### config.mk
export PLATFORM = sky130hd
export DESIGN_NAME = prco_wb_arbiter
export DESIGN_NICKNAME = d
export VERILOG_FILES = /design/src/rtl/prco_wb_arbiter.sv
export SDC_FILE = /design/constraint.sdc
export NUM_CORES = 1
export LEC_CHECK = 0
export CAP_MARGIN = 25
export CORE_MARGIN = 4
export CORE_UTILIZATION = 33
export CTS_BUF_LIST = sky130_fd_sc_hd__clkbuf_4
export DETAILED_ROUTE_END_ITERATION = 16
export PLACE_DENSITY_LB_ADDON = 0.1
export SYNTH_ARGS = -nofsm -noshare
export SYNTH_HDL_FRONTEND = slang
export SYNTH_SLANG_ARGS = --single-unit
### constraint.sdc
create_clock -name i_clk -period 3.5 [get_ports i_clk]
set_input_delay 0.7 -clock i_clk [delete_from_list [all_inputs] [get_ports i_clk]]
set_output_delay 0.7 -clock i_clk [all_outputs]
set_load 0.01 [all_outputs]
### src/rtl/prco_wb_arbiter.sv
`default_nettype none
// ============================================================================
// Module   : prco_wb_arbiter
// Purpose  : Round-robin write-back arbiter (ALU / LSU) for prco_regs plus a
//            per-register pending-write scoreboard.
// Revision : 1.0 - initial release
// ============================================================================
module prco_wb_arbiter #(
  parameter int NREG = 8,
  parameter int AW   = 3,
  parameter int DW   = 16
) (
  input  logic            i_clk,
  input  logic            i_reset_n,
  input  logic            i_en,
  input  logic            i_valid0,
  input  logic [AW-1:0]   i_sel0,
  input  logic [DW-1:0]   i_dat0,
  output logic            o_ready0,
  input  logic            i_valid1,
  input  logic [AW-1:0]   i_sel1,
  input  logic [DW-1:0]   i_dat1,
  output logic            o_ready1,
  input  logic            i_claim,
  input  logic [AW-1:0]   i_claim_sel,
  output logic            q_we,
  output logic [AW-1:0]   q_seld,
  output logic [DW-1:0]   q_datd,
  output logic [NREG-1:0] q_busy,
  output logic            q_last
);

  logic            r_we;
  logic [AW-1:0]   r_seld;
  logic [DW-1:0]   r_datd;
  logic [NREG-1:0] r_busy;
  logic            r_last;

  logic            w_hs0;
  logic            w_hs1;
  logic [NREG-1:0] w_busy_nxt;

  // The requester that did not win last time has priority on a tie.
  // Reset gating keeps both readies low while the block is held in reset.
  assign w_hs0 = i_reset_n & i_en & i_valid0 & (~i_valid1 | r_last);
  assign w_hs1 = i_reset_n & i_en & i_valid1 & (~i_valid0 | ~r_last);

  assign o_ready0 = w_hs0;
  assign o_ready1 = w_hs1;

  // Clear on commit first, then set on claim, so a same-edge claim wins.
  always_comb begin
    w_busy_nxt = r_busy;
    for (int n = 0; n < NREG; n++) begin
      if (r_we && (r_seld == AW'(n)))
        w_busy_nxt[n] = 1'b0;
      if (i_en && i_claim && (i_claim_sel == AW'(n)))
        w_busy_nxt[n] = 1'b1;
    end
  end

  always_ff @(posedge i_clk or negedge i_reset_n) begin
    if (!i_reset_n) begin
      r_we   <= 1'b0;
      r_seld <= '0;
      r_datd <= '0;
      r_busy <= '0;
      r_last <= 1'b1;
    end else begin
      r_busy <= w_busy_nxt;
      if (w_hs0) begin
        r_we   <= 1'b1;
        r_seld <= i_sel0;
        r_datd <= i_dat0;
        r_last <= 1'b0;
      end else if (w_hs1) begin
        r_we   <= 1'b1;
        r_seld <= i_sel1;
        r_datd <= i_dat1;
        r_last <= 1'b1;
      end else begin
        r_we   <= 1'b0;
      end
    end
  end

  assign q_we   = r_we;
  assign q_seld = r_seld;
  assign q_datd = r_datd;
  assign q_busy = r_busy;
  assign q_last = r_last;

endmodule
`default_nettype wire

# After elaboration in Yosys (flattened, before gate mapping)
# Cells that the tools add are included.
# Widths: inputs -> output; s select.
# totals
ff_bits	29
elab_cells	88
output_inout_bits	31
in_bits	47
# classes
n_eq_ne	14
reduce_logical	28
mux	24
bitwise	10
# op_table
cell	n
$mux 16	2
$eq 3x3->1 const B	8
$mux 1	20
$reduce_bool 2->1	9
$logic_and 1x1->1	17
$eq 3x2->1 const B	4
$eq 3x1->1 const B	2
$logic_not 3->1	2
$mux 3	2
$and 1x1->1	5
$not 1->1	3
$or 1x1->1	2

# Longest topological paths before layout
# Gate-level depths: netlist of the first run.
# logic_depth
word_depth	5
mapped_depth	5
mapped_depth_nobuf	3

# Worst setup path after synthesis of the first run
# No wires, ideal clock.
# synth_path
path_kind	input-to-output
from	input i_valid1
to	output o_ready0
path_slack_ns	1.514
required_ns	2.800
cell_stages	4
t_arrival_ns	1.286
path_cell_list	nor2b_2 -> or2_1 -> buf_6 -> inv_2
# synth_via
elab_chain_cells	3
# synth_rtl
element	line_no	text
start, declared	20	input logic i_valid1,
$not 1->1	45	assign w_hs0 = i_reset_n & i_en & i_valid0 & (~i_valid1 | r_last);
$or 1x1->1	45	
$and 1x1->1	45	
end, declared	19	output logic o_ready0,
# No other way between the ends.

# Worst setup path in the final report of the first run
# layout_path
from	input i_en
to	output o_ready0
# layout_via
elab_chain_cells	3
# layout_rtl
element	line_no	text
start, declared	15	input logic i_en,
$and 1x1->1 (3 in a row)	45	
# No other way between the ends.

==> metrics.md, run 1 <==
| Metric | Value |
|---|---|
| Status | completed |
| Commonest non-fill, non-tap cell in the layout | clkdlybuf4s50_1 |
| Reg2Reg Setup Slack | around 1.9 ns |
| CP Max Fanout | 7 |
| Critical R2R Capture | q_datd[5]$_DFFE_PN0P_ |
| Chip Width | 74.38 um |
| Worst Setup End Kind | primary output |
| Dpl ws | 0.5004 ns |
| Multi-input gate area | roughly 650 um^2 |
| Vias in the first global route | 1451 |
| Worst clock skew | about 0.013 ns |
| Worst Path Arrival | 2.27 ns |
| Maximum clock path buffer count | 2 |
| Port buffer count | 77 |
| P_leak | approximately 0.89 nW |
| Vias per cell | 5.313 |
| Synth warn | 0 |
| Crit path top cell by count | clkdlybuf4s50_1 |
| Drt total wl | ~4300 um |
| Critical setup path kind | in -> out |
| Number of placement rows | 23 |
| Cell variety after synth | 23 |
| # clock sinks | 29 |
| TritonCTS buffer count | 5 |
| Flops & latches, synth | 29 |
| Syn-to-layout area delta | 59.64% |
| Worst Hold Margin | about 0.52 ns |
| Sequential area share after synthesis | 0.5000 |
| Largest net degree at the start of global routing | 40 |
| Clock Root Buffer | clkbuf_4 |
| Final core occ | 0.5640 |
| Reg clk slew, reported paths | 0.09 ns |
| # setup viols final | 0 |
| CTS tree | yes |
| Hold/Removal Path Class | reg -> reg |
| Final worst slack | 0.5281 ns |
| RSZ-0062 raised after global routing | false |
| Crit path launch type | primary input |
| Starting Density | 0.3533 |
| Slew headroom | 0.7464 |
| Reg2Reg Launch Point | q_last$_DFFE_PN1P_ |
| GRT Total Usage | 0.1653 |
| Die area | 5532 um^2 |
| Power Dens Cells | 485.2 nW/um^2 |
| # diodes | 0 |
| Fill cells | between 300 and 400 |
| R2R cell count | 4 |
| Initial antenna violation count | 0 |
| Mapped Cells | 131 |
| Initial DRC count | 71 |
| Resize count post-CTS | 0 |
| Final Hold Viols | 0 |
| Synth Net Count | about 180 |
| Pre-antenna DRT Iters | 4 |
| Worst VDD drop | between 0.2 and 0.25 mV |
| Fin. max-slew vios | 0 |
| Final min period | 2.972 ns |
| Die Span Y | roughly 74 um |
| Share of layout cells above drive strength 1 | 0.08019 |
| CP cell instances | clkdlybuf4s50_1, nand3_1, or2_1, inv_2, clkdlybuf4s50_1 |
| H-tree Lvls | 2 |
| Routability cong. | 0.8590 |
| Critical path required time | between 2 and 3 ns |
| CP Buf/Inv Count | 3 |
| Slew @ Worst Pin | about 0.38 ns |
| Post-DR wirelength/cell | between 15 and 20 um |
| Pwr Total | between 1 and 1.5 mW |
| First-pass GRT wire length | between 6000 and 7000 um |
| Crit-path slowest cell | clkdlybuf4s50_1 |
| Number of nets in the layout | about 260 |
| Max-Cap Viols | 0 |
| Vias | roughly 1400 |
| Setup TNS | 0 ns |
| HP Start | q_busy[5]$_DFFE_PN0P_ |
| Hold_buf cts | 0 |
| Register area | ~730 um^2 |
| Gr ovfl total | 0 |
| Post-CTS setup buffer count | 0 |
| CP peak stage delay | roughly 0.59 ns |
| Ports | between 70 and 80 |
| Fmax | 0.3365 GHz |
| Mapped Area | 1454 um^2 |
| DP HPWL | approximately 3200 um |
| Period utilisation layout | 0.8491 |
| Synth Area per Inst | 11.10 um^2 |
| Remaining DRCs | 0 |
| Skew-Pair Late Insertion Delay | 0.32 ns |
| Hold EP | q_busy[5]$_DFFE_PN0P_ |
| Kind of cell adding the most delay to the critical path | buffers and inverters |
| WHS Path Cells | 2 |
| Core box area | between 4000 and 5000 um^2 |
| Most frequent cells in the layout | clkdlybuf4s50_1 (77), dfrtp_1 (28), nor3b_1 (19), nor2b_1 (19), a311o_1 (19) |
| DRT antenna net count | 0 |
-- flip-flops by register name (all words and copies together), names as in the netlist --
name / count
q_last: 1
q_we: 1
q_seld: 3
q_busy: 8
q_datd: 16
-- stage by stage --
stage | instances | instance area (um^2)
after floorplan | 131 | 1454
after global placement | 254 | 2261
after detailed placement | 254 | 2261
after CTS | 262 | 2321
after global routing | 262 | 2321
final | 262 | 2321
-- Yosys cell counts --
library cell,n,share of area
nor2b_2,1,0.0060
buf_4,4,0.021
nand2b_1,5,0.022
a31oi_1,1,0.0043
nand3b_1,1,0.0052
nor3b_1,19,0.098
a41oi_1,1,0.0060
dfstp_2,1,0.018
o31ai_1,4,0.021
o21ai_0,10,0.034
buf_2,3,0.010
o21ai_1,2,0.0069
a311o_1,19,0.13
nand2_1,3,0.0077
buf_6,2,0.015
or2_1,1,0.0043
clkbuf_1,1,0.0026
inv_2,1,0.0026
a21oi_1,1,0.0034
nor2b_1,19,0.082
o211a_1,1,0.0069
nand3_1,3,0.010
dfrtp_1,28,0.48
-- layer usage --
metal,vias to the layer above,part of all wire,global-route usage
li1,660,-,-
met1,666,0.40,0.1966
met2,58,0.50,0.2761
met3,8,0.084,0.05946
met4,0,0.014,0.05731
met5,-,0,0
-- kinds of logic after synthesis --
group,count (synthesis),synth area share
buffers and inverters,11,0.05163
flip-flops,29,0.5000
AND/OR/NAND/NOR,52,0.2349
AO/OA/AOI/OAI,39,0.2134
-- tightest hold or removal path, stage by stage (launching register included) --
cell,delay (ns)
dfrtp_1,0.35
o21ai_0,0.08
o21ai_0,0.07
-- worst max-delay path by stage --
stage                     startpoint       end  slack, ns  cells past startpoint
after floorplan             i_valid1  o_ready0       1.51                      4
after global placement          i_en  o_ready0       0.56                      5
after detailed placement        i_en  o_ready0       0.50                      5
after CTS                       i_en  o_ready0       0.50                      5
after global routing       i_reset_n  o_ready1       0.45                      5
final                           i_en  o_ready0       0.53                      5
-- cell type report --
cell class / count / share of cell area
clock buffer: 8 / 0.02588
inverter: 1 / 0.001617
timing repair buffer: 83 / 0.3515
sequential: 29 / 0.3132
multi-input combinational: 91 / 0.2809
tap: 50 / 0.02695
-- power by group --
part / internal, mW / switching (mW) / total, mW
sequential: 0.421 / 0.0546 / 0.475
combinational: 0.269 / 0.167 / 0.436
clock: 0.103 / 0.111 / 0.214
total: 0.793 / 0.333 / 1.13
No activity file was read; power rests on OpenSTA's default activity.
==> run 2: changes to the inputs <==
clock period = 2.8 ns   (was 3.5 ns; I/O delays follow)
==> metrics.md, run 2 (synthesized netlist as in run 1, its figures left out) <==
| Metric | Value |
|---|---|
| Status | completed (unchanged) |
| Syn-to-layout area delta | 60.24% (was 59.64%) |
| Power Dens Cells | 592.3 nW/um^2 (was 485.2 nW/um^2) |
| Post-DR wirelength/cell | 16.84 um (was 16.50 um) |
| Dpl ws | 0.1191 ns (was 0.5004 ns) |
| Reg clk slew, reported paths | 0.09 ns (about the same) |
| Register area | 726.9 um^2 (unchanged) |
| Critical R2R Capture | q_datd[10]$_DFFE_PN0P_ (was q_datd[5]$_DFFE_PN0P_) |
| Reg2Reg Launch Point | q_last$_DFFE_PN1P_ (unchanged) |
| R2R cell count | 4 (unchanged) |
| Skew-Pair Late Insertion Delay | 0.32 ns (about the same) |
| Vias in the first global route | 1460 (was 1451) |
| Most frequent cells in the layout | clkdlybuf4s50_1 (77), dfrtp_1 (28), nor3b_1 (19), nor2b_1 (19), a311o_1 (19) (unchanged) |
| Commonest non-fill, non-tap cell in the layout | clkdlybuf4s50_1 (unchanged) |
| Pwr Total | 1.380 mW (was 1.126 mW) |
| Final min period | about 2.7 ns |
| DP HPWL | 3234 um (was 3209 um) |
| Initial antenna violation count | 0 (unchanged) |
| Largest net degree at the start of global routing | 40 (unchanged) |
| Initial DRC count | 42 (was 71) |
| First-pass GRT wire length | 7162 um (was 6941 um) |
| Number of placement rows | 23 (unchanged) |
| Setup crit end | o_ready0 (unchanged) |
| Fill cells | 363 (was 340) |
| GRT Total Usage | 0.1719 (was 0.1653) |
| Routability cong. | 0.8052 (was 0.8590) |
| TritonCTS buffer count | 5 (unchanged) |
| Drt total wl | 4412 um (was 4323 um) |
| Worst VDD drop | 0.2533 mV (was 0.2082 mV) |
| Clock Root Buffer | clkbuf_4 (unchanged) |
| Pre-antenna DRT Iters | 4 (unchanged) |
| Crit path launch type | primary input (unchanged) |
| CTS tree | yes (unchanged) |
| Resize count post-CTS | 0 (unchanged) |
| Port buffer count | 77 (unchanged) |
| Vias per cell | 5.271 (was 5.313) |
| Die area | 5532 um^2 (unchanged) |
| Critical Path Source | i_reset_n (was i_en) |
| Period utilisation layout | 0.9481 |
| Hold/Removal Path Class | reg -> reg (unchanged) |
| Worst Setup End Kind | primary output (unchanged) |
| Reg2Reg Setup Slack | 1.25 ns (was 1.92 ns) |
| Remaining DRCs | 0 (unchanged) |
| Number of nets in the layout | 259 (was 258) |
| Vias | 1381 (was 1392) |
| Critical setup path kind | in -> out (unchanged) |
| Ports | 78 (unchanged) |
| Placed instance area | 2281 um^2 (was 2261 um^2) |
| Worst Hold Margin | 0.5096 ns (was 0.5227 ns) |
| Max reg flops | 16 (unchanged) |
| Share of layout cells above drive strength 1 | 0.07547 (was 0.08019) |
| # clock sinks | 29 (unchanged) |
| Gr ovfl total | 0 (unchanged) |
| DRT antenna net count | 0 (unchanged) |
| Chip Width | 74.38 um (unchanged) |
| Final instance count without filler cells | 262 (unchanged) |
| H-tree Lvls | 2 (unchanged) |
| Placed insts | 255 (was 254) |
| Worst clock skew | 0.005228 ns (was 0.01279 ns) |
| Critical path required time | 2.24 ns (was 2.80 ns) |
| Hold_buf cts | 0 (unchanged) |
| # setup viols final | 0 (unchanged) |
| Die Span Y | 74.38 um (unchanged) |
| Final Hold Viols | 0 (unchanged) |
| Post-CTS setup buffer count | 0 (unchanged) |
| Final instance area | 2330 um^2 (was 2321 um^2) |
| Worst Path Arrival | 2.09 ns (was 2.27 ns) |
| Setup TNS | 0 ns (unchanged) |
| Slew headroom | 0.7702 (was 0.7464) |
| CP Max Fanout | 4 (was 7) |
| # diodes | 0 (unchanged) |
| Maximum clock path buffer count | 2 (unchanged) |
| Slew @ Worst Pin | 0.3447 ns (was 0.3804 ns) |
| Fin. max-slew vios | 0 (unchanged) |
| Core box area | 4115 um^2 (unchanged) |
| Final worst slack | 0.1454 ns (was 0.5281 ns) |
| P_leak | 0.8901 nW (was 0.8896 nW) |
| Final core occ | 0.5661 (was 0.5640) |
| Starting Density | 0.3533 (unchanged) |
| RSZ-0062 raised after global routing | false (unchanged) |
| Max-Cap Viols | 0 (unchanged) |
| Multi-input gate area | 651.9 um^2 (unchanged) |
| Fmax | ~0.38 GHz |
## run 2: worst max-delay path, stage by stage
cell and delay (ns):
clkdlybuf4s50_1 0.56, nand3_1 0.13, or2_1 0.25, inv_2 0.05
clkdlybuf4s50_1 0.54
## run 2: worst min-delay path by stage
stage | startpoint | to | slack (ns) | depth (start not counted)
6_report | q_busy[5]$_DFFE_PN0P_ | q_busy[5]$_DFFE_PN0P_ | 0.51 | 2
4_1_cts | q_busy[5]$_DFFE_PN0P_ | q_busy[5]$_DFFE_PN0P_ | 0.51 | 2
3_3_place_gp | q_busy[4]$_DFFE_PN0P_ | q_busy[4]$_DFFE_PN0P_ | 0.49 | 2
5_1_grt | q_busy[4]$_DFFE_PN0P_ | q_busy[4]$_DFFE_PN0P_ | 0.56 | 2
3_5_place_dp | q_busy[5]$_DFFE_PN0P_ | q_busy[5]$_DFFE_PN0P_ | 0.49 | 2
2_1_floorplan | i_reset_n | q_busy[0]$_DFFE_PN0P_ | 0.26 | 0
## run 2: cell type report
class / count / share of cell area
inverter: 1 / 0.001611
sequential: 29 / 0.3120
multi-input combinational: 91 / 0.2798
clock inverter: 1 / 0.001611
clock buffer: 6 / 0.01933
timing repair buffer: 84 / 0.3588
tap: 50 / 0.02685
## run 2: metal layers
layer | share of wire | up-vias | track usage | routed length [um]
met3 | 0.071 | 6 | 0.05946 | 315
met2 | 0.50 | 53 | 0.2702 | 2211
met4 | 0.015 | 0 | 0.05929 | 65
met5 | 0 | - | 0 | 0
met1 | 0.41 | 664 | 0.2207 | 1819
li1 | - | 658 | - | -
## run 2: where the power goes
group          leakage, nW  total, mW  internal (mW)  switching (mW)
combinational        0.523      0.550          0.340           0.210
clock               0.0292      0.239          0.101           0.138
sequential           0.338      0.592          0.526          0.0658
